$ cat config.mk
export PLATFORM = sky130hd
export DESIGN_NAME = uctl_bank_req_arb
export DESIGN_NICKNAME = d
export VERILOG_FILES = /design/src/rtl/uctl_bank_pkg.sv /design/src/rtl/uctl_rr_pick.sv /design/src/rtl/uctl_bank_req_arb.sv
export SDC_FILE = /design/constraint.sdc
export NUM_CORES = 1
export LEC_CHECK = 0
export BUFFER_PORTS_ARGS = -buffer_cell sky130_fd_sc_hd__buf_2
export CAP_MARGIN = 20
export CORE_ASPECT_RATIO = 0.8
export CORE_MARGIN = 3
export CORE_UTILIZATION = 25
export DETAILED_ROUTE_END_ITERATION = 8
export GPL_TIMING_DRIVEN = 0
export RECOVER_POWER = 25
export SKIP_CTS_REPAIR_TIMING = 1
export SLEW_MARGIN = 20
export SYNTH_ARGS = -nofsm -noshare
export SYNTH_HDL_FRONTEND = slang
export SYNTH_SLANG_ARGS = --single-unit
$ cat constraint.sdc
create_clock -name uctl_clk -period 2.86 [get_ports uctl_clk]
set_input_delay 0.286 -clock uctl_clk [delete_from_list [all_inputs] [get_ports uctl_clk]]
set_output_delay 0.286 -clock uctl_clk [all_outputs]
set_load 0.02 [all_outputs]
$ cat src/rtl/uctl_bank_pkg.sv
// rtl/uctl_bank_pkg.sv - shared client count and one-hot chip-select constants for the bank arbiter and mux
package uctl_bank_pkg;

    localparam int UCTL_NUM_CL = 4;

    typedef logic [1:0] uctl_cl_idx_t;

    localparam logic [UCTL_NUM_CL-1:0] UCTL_CS_NONE = 4'b0000;
    localparam logic [UCTL_NUM_CL-1:0] UCTL_CS_CL0  = 4'b0001;
    localparam logic [UCTL_NUM_CL-1:0] UCTL_CS_CL1  = 4'b0010;
    localparam logic [UCTL_NUM_CL-1:0] UCTL_CS_CL2  = 4'b0100;
    localparam logic [UCTL_NUM_CL-1:0] UCTL_CS_CL3  = 4'b1000;

    // Index of the owner encoded in a one-hot chip select; zero for an idle select.
    function automatic uctl_cl_idx_t uctl_cs_to_idx(input logic [UCTL_NUM_CL-1:0] cs);
        uctl_cl_idx_t idx;
        idx = 2'd0;
        case (cs)
            UCTL_CS_CL1: idx = 2'd1;
            UCTL_CS_CL2: idx = 2'd2;
            UCTL_CS_CL3: idx = 2'd3;
            default:     idx = 2'd0;
        endcase
        return idx;
    endfunction

endpackage

$ cat src/rtl/uctl_rr_pick.sv
// rtl/uctl_rr_pick.sv - combinational rotating-priority picker, one-hot result, zero when nobody requests
module uctl_rr_pick
    import uctl_bank_pkg::*;
(
    input  logic [UCTL_NUM_CL-1:0] req_i,
    input  uctl_cl_idx_t           start_i,
    output logic [UCTL_NUM_CL-1:0] gnt_o
);

    // Walk start_i, start_i+1, ... (mod 4) and grant the first active request.
    always_comb begin
        logic [1:0] idx;
        logic       found;
        gnt_o = '0;
        found = 1'b0;
        idx   = start_i;
        for (int i = 0; i < UCTL_NUM_CL; i++) begin
            idx = start_i + 2'(i);
            if (!found && req_i[idx]) begin
                gnt_o[idx] = 1'b1;
                found      = 1'b1;
            end
        end
    end

endmodule

$ cat src/rtl/uctl_bank_req_arb.sv
// rtl/uctl_bank_req_arb.sv - round-robin bank request arbiter with bounded bursts; UCTL_BANK_ARB_CHK_EN adds acknowledge checking
module uctl_bank_req_arb
    import uctl_bank_pkg::*;
#(
    parameter int NUM_CL    = 4,
    parameter int MAX_BURST = 4
) (
    input  logic              uctl_clk,
    input  logic              uctl_core_rst,
    input  logic [NUM_CL-1:0] uctl_clReq,
    output logic [NUM_CL-1:0] uctl_chipsel,
    output logic [NUM_CL-1:0] uctl_clGnt,
    output logic [NUM_CL-1:0] uctl_clLast,
    input  logic [NUM_CL-1:0] uctl_rdDVl,
    output logic [NUM_CL-1:0] uctl_clRdVld,
    output logic              uctl_arbErr
);

    localparam int             CW       = (MAX_BURST > 1) ? $clog2(MAX_BURST) : 1;
    localparam logic [CW-1:0]  CNT_LAST = CW'(MAX_BURST - 1);

    // The state is implied by sel_q: all-zero is IDLE, one-hot is OWN.
    localparam logic [0:0] ST_IDLE = 1'b0;
    localparam logic [0:0] ST_OWN  = 1'b1;

    logic [NUM_CL-1:0] sel_q, sel_d;
    uctl_cl_idx_t      ptr_q, ptr_d;
    logic [CW-1:0]     cnt_q, cnt_d;

    logic [0:0]        state;
    uctl_cl_idx_t      owner;
    uctl_cl_idx_t      pick_start;
    logic [NUM_CL-1:0] pick;

    assign state = (sel_q != UCTL_CS_NONE) ? ST_OWN : ST_IDLE;
    assign owner = uctl_cs_to_idx(sel_q);

    uctl_rr_pick u_pick (
        .req_i   (uctl_clReq),
        .start_i (pick_start),
        .gnt_o   (pick)
    );

    // Next-state: keep the owner while it asks and has beats left, otherwise hand over in the same edge.
    always_comb begin
        sel_d      = sel_q;
        ptr_d      = ptr_q;
        cnt_d      = cnt_q;
        pick_start = ptr_q;
        case (state)
            ST_IDLE: begin
                pick_start = ptr_q;
                if (uctl_clReq != '0) begin
                    sel_d = pick;
                    cnt_d = '0;
                end
            end
            ST_OWN: begin
                // Searching from owner+1 makes the current owner eligible only last.
                pick_start = owner + 2'd1;
                if (((uctl_clReq & sel_q) != '0) && (cnt_q != CNT_LAST)) begin
                    cnt_d = cnt_q + CW'(1);
                end else begin
                    ptr_d = owner + 2'd1;
                    sel_d = pick;
                    cnt_d = '0;
                end
            end
            default: begin
                sel_d = UCTL_CS_NONE;
                cnt_d = '0;
            end
        endcase
    end

    // Arbitration registers; reset drops any tenure in progress.
    always_ff @(posedge uctl_clk) begin
        if (uctl_core_rst) begin
            sel_q <= UCTL_CS_NONE;
            ptr_q <= 2'd0;
            cnt_q <= '0;
        end else begin
            sel_q <= sel_d;
            ptr_q <= ptr_d;
            cnt_q <= cnt_d;
        end
    end

    assign uctl_chipsel = sel_q;
    assign uctl_clGnt   = sel_q;
    assign uctl_clLast  = sel_q & {NUM_CL{cnt_q == CNT_LAST}};

`ifdef UCTL_BANK_ARB_CHK_EN
    logic [NUM_CL-1:0] exp_q;
    logic              err_q;

    // The mux acknowledges the select one cycle late, so remember what was selected and hold any mismatch.
    always_ff @(posedge uctl_clk) begin
        if (uctl_core_rst) begin
            exp_q <= '0;
            err_q <= 1'b0;
        end else begin
            exp_q <= sel_q;
            err_q <= err_q | (uctl_rdDVl != exp_q);
        end
    end

    assign uctl_clRdVld = uctl_rdDVl & exp_q;
    assign uctl_arbErr  = err_q;
`else
    assign uctl_clRdVld = uctl_rdDVl;
    assign uctl_arbErr  = 1'b0;
`endif

endmodule

Yosys cells after proc, flatten, opt, wreduce, memory -nomap -nowiden
Index checks and enable logic that the tools add are counted.
- add/subtract/negate cells: 5
- multipliers: 0
- div/mod/pow operators: 0
- order comparisons: 8
- equality and inequality tests: 7
- shift operators: 0
- multiplexer cells: 32
- bitwise logic cells: 7
- reduce and logical (&&, ||, !) cells: 16
- operators by type and width (kind ; count):
    4-bit two-way mux ; 6
    2-bit by 3-bit < comparator with 1-bit output (second input constant) ; 4
    1-bit two-way mux ; 12
    4-bit bitwise OR ; 3
    4-bit nonzero test ; 3
    4-bit AND ; 2
    1-bit binary-select mux with 2-bit select ; 4
    1-bit demux with 2-bit select ; 4
    2-bit by 1-bit >= comparator with 1-bit output (second input constant) ; 4
    1-bit logical AND ; 8
    2-bit case mux with 2 select lines ; 2
    4-bit case mux with 2 select lines ; 1
    2-bit by 1-bit adder with 2-bit output (second input constant) ; 3
    2-bit != test (second input constant) ; 3
    2-bit case mux with 3 select lines ; 1
    2-bit adder (second input constant) ; 2
    4-bit by 2-bit == test with 1-bit output (second input constant) ; 1
    4-bit by 3-bit == test with 1-bit output (second input constant) ; 1
    4-bit == test (second input constant) ; 1
    2-bit two-way mux ; 2
    2-bit AND reduction ; 2
    1-bit logical NOT ; 3
    2-bit == test (second input constant) ; 1
    1-bit NOT ; 2
- flip-flop bits (word level): 8
- latch bits: 0
- RAM bits: 0
- bits in read-only memories: 0
- bits of input ports: 10
- word-level logic and storage cells: 78
- memories kept: 0

Depth between registers and ports, before layout
Gate-level depths: netlist (run 1).
- word-level depth: 18
- mapped depth: 9

By module
A second synthesis (run 1) with hierarchy kept.
- cells, all modules: 95
- area total of the unflattened synthesis: 829.5 µm²
- modules (own cells, without submodules) (module ; instances ; cells each ; area each (µm²) ; sequential area each (µm²)):
    uctl_bank_req_arb ; 1 ; 59 ; 491.7 ; 160.2
    uctl_rr_pick ; 1 ; 36 ; 337.8 ; 0.0

Least setup slack after synthesis (run 1)
Ideal clock, no wire load.
- path kind: reg-to-reg
- start: reg sel_q[2] (netlist: uctl_chipsel[2])
- end: reg sel_q[0] (netlist: uctl_chipsel[0])
- setup time: 0.091 ns
- arrival time: 2.273 ns
- data required time: 2.769 ns
- slack: 0.496 ns
- cell stages (with the launch flop): 9
- buffers on the path: 1
- period minus slack after synthesis: 2.364 ns
- cells stage by stage: dfxtp_1 clkbuf_1 a211oi_1 nand2_1 ha_1 mux4_2 a21oi_4 nand3_1 a311oi_1
- cells in the longest elaborated chain, start to end: 18
- elaborated cells between the ends (all ways): 65
- those cells by class: add/sub (4); order compare (8); eq/ne (5); mux (29); bitwise (5); reduce/logical (14)
- RTL lines (item ; line ; source):
    start, declared ; uctl_bank_req_arb.sv:26 ; logic [NUM_CL-1:0] sel_q, sel_d;
    start signal, assigned ; uctl_bank_req_arb.sv:83 ; sel_q <= sel_d;
    branches (longest 18 deep; another with 2-bit by 3-bit < comparator with 1-bit output) ; -- ;
Parallel ways; which one is timed is not known. The select of a mux whose other input is x is not followed.
A chain may end at the register's enable or synchronous reset.

Worst setup path after layout (run 1)
Ends and elaborated chain as after synthesis.

==> results of run 1 <==
-- metal layers --
layer | GRT usage, % | share of wire (%) | vias to the layer above
met5 | 0 | 0 | -
met3 | 3.345 | 11 | 5
met4 | 7.377 | 1.9 | 0
li1 | - | - | 411
met2 | 16.93 | 42 | 44
met1 | 13.39 | 46 | 361
-- cell families (layout without fill, tap and decap cells) --
group / Yosys count / in the layout / synth area share (%)
flip-flops: 8 / 8 / 19.28
adder cells (fa/ha/maj): 7 / 7 / 10.54
AND/OR/NAND/NOR: 33 / 33 / 19.28
buffers and inverters: 17 / 40 / 12.65
other: 1 / 1 / 0.4514
AO/OA/AOI/OAI: 29 / 29 / 26.35
multiplexers: 7 / 7 / 11.45
-- per-stage QoR --
step,area [µm²],power [mW]
6_report,1020,1.220
5_1_grt,1020,1.339
4_1_cts,1022,1.221
3_5_place_dp,980.9,1.081
3_3_place_gp,980.9,1.048
2_1_floorplan,830.8,0.8940
-- flip-flops by register name (all words and copies together) (netlist names) --
signal        flops
ptr_q             2
cnt_q             2
uctl_chipsel      4
-- cells in the mapped netlist, drive strengths merged --
master / number / share of area (%)
o211ai: 2 / 1.8
ha: 7 / 11
a31oi: 4 / 3.0
clkbuf: 1 / 0.45
or2: 1 / 0.75
a21oi: 5 / 4.4
a21o: 1 / 1.8
nor4: 1 / 0.75
and3: 1 / 0.75
a211oi: 4 / 3.6
dfxtp: 8 / 19
o21ai: 3 / 1.8
a211o: 2 / 2.1
inv: 5 / 2.3
nand2: 3 / 1.4
buf: 11 / 9.9
nor2: 13 / 5.9
nand3: 4 / 2.4
conb: 1 / 0.45
nor3: 1 / 0.60
o21a: 1 / 0.90
and2: 8 / 6.0
a22oi: 3 / 2.7
mux2i: 5 / 6.0
mux4: 2 / 5.4
a311oi: 4 / 4.2
or3: 1 / 0.75
-- power groups by stage --
stage	sequential, mW	combinational, mW	clock, mW
3_5_place_dp	0.189	0.893	0
4_1_cts	0.187	0.897	0.138
5_1_grt	0.195	0.999	0.144
3_3_place_gp	0.187	0.861	0
2_1_floorplan	0.202	0.692	0
6_report	0.189	0.896	0.135
-- final timing paths --
check / cells after the start / to / slack (ns)
worst min register to register: 2 / cnt_q[1] / 0.50
worst min-delay path: 2 / cnt_q[1] / 0.39
worst max register to register: 8 / uctl_chipsel[0] / 0.28
worst max-delay path: 8 / uctl_chipsel[0] / 0.28
-- worst max-delay path, cell delays in order (launching register included) --
cell      delay, ns
dfxtp_1        0.31
clkbuf_1       0.21
or3_1          0.45
nand2_1        0.21
ha_1           0.29
mux4_2         0.37
a21oi_4        0.23
nand3_1        0.11
a311oi_1       0.29
-- final cells by class --
class,count,area share (%)
multi-input cells,77,55.95
clock buffers,3,4.049
flip-flops and latches,8,15.71
plain buffers,12,8.466
repair buffers,20,9.080
inverters,5,1.840
well taps,40,4.908
==> out/qor.csv, run 1 <==
metric,value,unit
outcome,finished clean,
"commonest cells after routing, fill and taps aside","14 x buf_2, 13 x nor2_1, 9 x buf_4, 8 x and2_1, 8 x dfxtp_1",
"Distinct cells, synth",31,
dpl cells,162,
H-Tree Depth,1,
Slew Limit Fails,0,
crit path launch,uctl_chipsel[2],
final period utilization,90.36,%
Die Ht,57.56,µm
gr usage total,11.05,%
Post-DRT Antenna Nets,0,
Clk network pwr share,11.1,%
Syn Nets,119,
Least-Margin Pin Slew,0.5136,ns
total CTS buffers,3,
CTS Sinks,8,
Starting Density,26.54,%
TNS Setup,0,ns
share of cells above drive strength 1,27.20,%
Post-Route WL,2.045,mm
post-place setup slack,0.1974,ns
clk_lat worst skew,0.23,ns
port buffer count,20,
hold slack,0.3870,ns
vias in the first global route,812,
HP Start,uctl_core_rst,
setup ws final,0.2756,ns
Via Count,821,
Worst setup SP type,flip-flop,
fmax,0.3869,GHz
setup violators final,0,
VDD IR-drop max,0.4180,mV
DRT Pass-1 Iters,4,
largest net degree at the start of global routing,11,
r2r startpoint,uctl_chipsel[2],
switching power of the nets,0.6089,mW
ant diodes,0,
pwr dens,1196,nW/µm²
FP Rows,18,
Seq. cell area,160.2,µm²
Flop pwr share,15.5,%
sw frac,49.93,%
layout filler cell count,352,
final hold viol count,0,
Crit. End Element,flip-flop,
hold crit path type,in2reg,
chip width,70.45,µm
final core utilization,32.57,%
first-pass GRT wire length,3.594,mm
"commonest non-fill, non-tap cell in the layout",buf_2,
critical-path maximum fanout,10,
Finished Layout Cells,165,
DRC viols,0,
clk_skew,0.001830,ns
kind of critical path,reg2reg,
data required time of the critical path,2.99,ns
Vias per Instance,4.976,
die area,4055,µm²
CTS tree,done,
Final min period,2.584,ns
maxcap violations,0,
Root Buffer,clkbuf_8,
1st-iter DRT viols,67,
DP HPWL,1.614,mm
CTS Buffer Depth,2,
post-synthesis cell area,830.8,µm²
Seq cells post-synth,8,
synthesis-to-finish area growth,22.74,%
clock-pin slew on the worst setup and hold paths,0.04,ns
cell count after synthesis,102,
sequential area share after synthesis,19.28,%
combinational share of power,73.4,%
routed len/inst,12.39,µm
multi-input logic area,570.5,µm²
routability cong.,0.7732,
mean post-synth cell area,8.145,µm²
cell-internal power,0.6107,mW
unrepaired setup endpoints after global routing,no,
leak pwr,0.4705,nW
antenna violations before repair,0,
num ports,27,
Yosys warnings,0,
# nets final,144,
worst rel slew slack,65.76,%
GRT Residual Overflow,0,
CP arrival,2.72,ns
total core area,3131,µm²
No activity file was read; power rests on OpenSTA's default activity.
==> run 2: changes to the inputs <==
--- a/config.mk
+++ b/config.mk
@@ -17,4 +17,5 @@
 export SLEW_MARGIN = 20
 export SYNTH_ARGS = -nofsm -noshare
 export SYNTH_HDL_FRONTEND = slang
+export SYNTH_HIERARCHICAL = 1
 export SYNTH_SLANG_ARGS = --single-unit
==> run 2 against run 1 <==
Register-to-register slack lost 0.12 ns. Via count shrank 3.2%. Maximum frequency shrank 4.3%. Clock-buffer cell count is the same. Sequential power grew 5%. Die area shrank 0.14%. Sequential share of layout area shrank 0.92 points. Clock power is essentially flat. First-iteration DRC count shrank 18%. Routed wire length grew 0.98%.
==> out/qor.csv, run 2 <==
metric,value,unit,change
outcome,finished clean,,unchanged
"top cells by count, synth","11 x nand2_1, 9 x a21oi_1, 9 x buf_4",,"was 13 x nor2_1, 9 x buf_4, 8 x and2_1, 8 x dfxtp_1, 7 x ha_1"
"commonest non-fill, non-tap cell in the layout",buf_4,,was buf_2
routability cong.,0.8206,,was 0.7732
CTS tree,done,,unchanged
setup violators final,0,,unchanged
chip width,70.40,µm,was 70.45 µm
DRT Pass-1 Iters,4,,unchanged
Post-DRT Antenna Nets,0,,unchanged
Root Buffer,clkbuf_8,,unchanged
"count leader, synth",nand2_1,,was nor2_1
port buffer count,20,,unchanged
CTS Buffer Depth,2,,unchanged
VDD IR-drop max,0.2872,mV,was 0.4180 mV
gr usage total,10.88,%,was 11.05%
HP Start,uctl_core_rst,,unchanged
first-pass GRT wire length,3.415,mm,was 3.594 mm
layout filler cell count,318,,was 352
antenna violations before repair,0,,unchanged
H-Tree Depth,1,,unchanged
Syn Nets,112,,was 119
hold slack,0.4258,ns,was 0.3870 ns
"Distinct cells, synth",33,,was 31
Worst path max stage delay,0.39,ns,was 0.45 ns
dpl cells,155,,was 162
flop-to-flop setup slack,0.16,ns,was 0.28 ns
R2R Path End,uctl_chipsel[3],,was uctl_chipsel[0]
clock-pin slew on the worst setup and hold paths,0.04,ns,about the same
DP HPWL,1.508,mm,was 1.614 mm
Seq cells post-synth,8,,unchanged
Synth async-reset ratio,0,%,unchanged
Finished Layout Cells,167,,was 165
Vias per Instance,4.760,,was 4.976
post-synthesis cell area,829.5,µm²,was 830.8 µm²
clk_skew,0.006782,ns,was 0.001830 ns
num ports,27,,unchanged
critical-path maximum fanout,9,,was 10
Tot Pwr,1.332,mW,was 1.220 mW
post-synth top area share,19.31,%,was 19.28%
largest net degree at the start of global routing,11,,unchanged
# nets final,146,,was 144
"Cell Area, Placed",979.7,µm²,was 980.9 µm²
share of cells above drive strength 1,43.31,%,was 27.20%
hold path endpoint,cnt_q[1],,unchanged
R2R cell count,11,,was 8
"top cells by area, synth","dfxtp_1 19%, ha_1 11%, buf_4 8.1%",,unchanged
clk_lat worst skew,0.23,ns,about the same
r2r startpoint,uctl_chipsel[1],,was uctl_chipsel[2]
sequential area share after synthesis,19.31,%,was 19.28%
TNS Setup,0,ns,unchanged
GRT Residual Overflow,0,,unchanged
Seq. cell area,162.7,µm²,was 160.2 µm²
"EDFF count, synth",0,,unchanged
crit path max-delay cell type,nor4b_4,,was or3_1
critical path cell sequence,nor4_4 > nand2_1 > nand2_4 > inv_1 > ha_1 > mux4_2 > nor4b_4 > nand2_1 > o211ai_1 > nand3_1 > a21oi_1,,was clkbuf_1 > or3_1 > nand2_1 > ha_1 > mux4_2 > a21oi_4 > nand3_1 > a311oi_1
ant diodes,0,,unchanged
Yosys warnings,6,,was 0
Worst setup SP type,flip-flop,,unchanged
"commonest cells after routing, fill and taps aside","18 x buf_4, 16 x buf_2, 10 x nand2_1, 9 x a21oi_1, 7 x ha_1",,"was 14 x buf_2, 13 x nor2_1, 9 x buf_4, 8 x and2_1, 8 x dfxtp_1"
Final min period,2.702,ns,was 2.584 ns
Via Count,795,,was 821
worst rel slew slack,64.48,%,was 65.76%
Die Ht,57.52,µm,was 57.56 µm
setup ws final,0.1583,ns,was 0.2756 ns
CP arrival,2.84,ns,was 2.72 ns
total core area,3131,µm²,unchanged
vias in the first global route,728,,was 812
Least-Margin Pin Slew,0.5280,ns,was 0.5136 ns
hold crit path type,in2reg,,unchanged
most frequent cell on the critical path,nand2_1,,
fmax,0.3701,GHz,was 0.3869 GHz
pwr dens,1211,nW/µm²,was 1196 nW/µm²
FP Rows,18,,unchanged
die area,4049,µm²,was 4055 µm²
kind of critical path,reg2reg,,unchanged
multi-input logic area,578.1,µm²,was 570.5 µm²
max reg flops,4,,unchanged
post-place setup slack,-0.1305,ns,was 0.1974 ns
final hold viol count,0,,unchanged
mean post-synth cell area,8.732,µm²,was 8.145 µm²
"Top FF cell, synth",dfxtp_1,,unchanged
total CTS buffers,3,,unchanged
Starting Density,26.50,%,was 26.54%
final core utilization,35.13,%,was 32.57%
routed len/inst,12.37,µm,was 12.39 µm
1st-iter DRT viols,55,,was 67
cell count after synthesis,95,,was 102
final period utilization,94.46,%,was 90.36%
leak pwr,0.5039,nW,was 0.4705 nW
Slew Limit Fails,0,,unchanged
WHS Path Cells,2,,unchanged
fin area,1100,µm²,was 1020 µm²
data required time of the critical path,3.00,ns,was 2.99 ns
synthesis-to-finish area growth,32.58,%,was 22.74%
Crit. End Element,flip-flop,,unchanged
CTS Sinks,8,,unchanged
Post-Route WL,2.065,mm,was 2.045 mm
DRC viols,0,,unchanged
Yosys top cell by area,dfxtp_1,,unchanged
maxcap violations,0,,unchanged
## run 2: worst max-delay path, delay by kind of cell, from the launching register on
family | cells | cell delay (ns)
AO/OA/AOI/OAI | 2 | 0.32
adder cells (fa/ha/maj) | 1 | 0.34
buffers and inverters | 1 | 0.07
flip-flops | 1 | 0.37
multiplexers | 1 | 0.37
AND/OR/NAND/NOR | 6 | 1.15
## run 2: report_power, final
group / total, mW / internal (mW) / switching [mW]
Sequential: 0.198 / 0.148 / 0.0503
Clock: 0.138 / 0.0914 / 0.0466
Combinational: 0.996 / 0.498 / 0.498
Total: 1.33 / 0.737 / 0.595
## run 2: worst max path at each step
stage                     from              end  slack, ns  cells after the start
2_1_floorplan  uctl_chipsel[2]  uctl_chipsel[2]       0.19                     11
3_3_place_gp   uctl_chipsel[2]  uctl_chipsel[2]      -0.08                     11
3_5_place_dp   uctl_chipsel[2]  uctl_chipsel[1]      -0.13                     11
4_1_cts        uctl_chipsel[2]  uctl_chipsel[2]      -0.15                     11
5_1_grt        uctl_chipsel[1]  uctl_chipsel[3]      -0.03                     11
6_report       uctl_chipsel[1]  uctl_chipsel[3]       0.16                     11
## run 2: kinds of logic after synthesis
family          after synthesis  synth area share, %
other cells                   1               0.4521
mux                           5                13.12
simple gates                 30                21.57
fa+ha+maj                     7                10.56
compound gates               27                22.32
flops                         8                19.31
buf+inv                      17                12.67
## run 2: area by class of cell
cell class,count,share of cell area (%)
multi-input combinational,70,52.56
sequential,8,14.79
timing repair buffer,29,14.79
inverter,6,2.048
tap,40,4.551
clock buffer,3,3.754
buffer,11,7.509
## run 2: routing by layer
layer / part of all wire [%] / up-vias / global-route usage (%)
li1: - / 402 / -
met5: 0 / - / 0
met2: 46 / 32 / 15.73
met1: 44 / 356 / 14.21
met3: 8.7 / 5 / 4.577
met4: 1.6 / 0 / 4.645
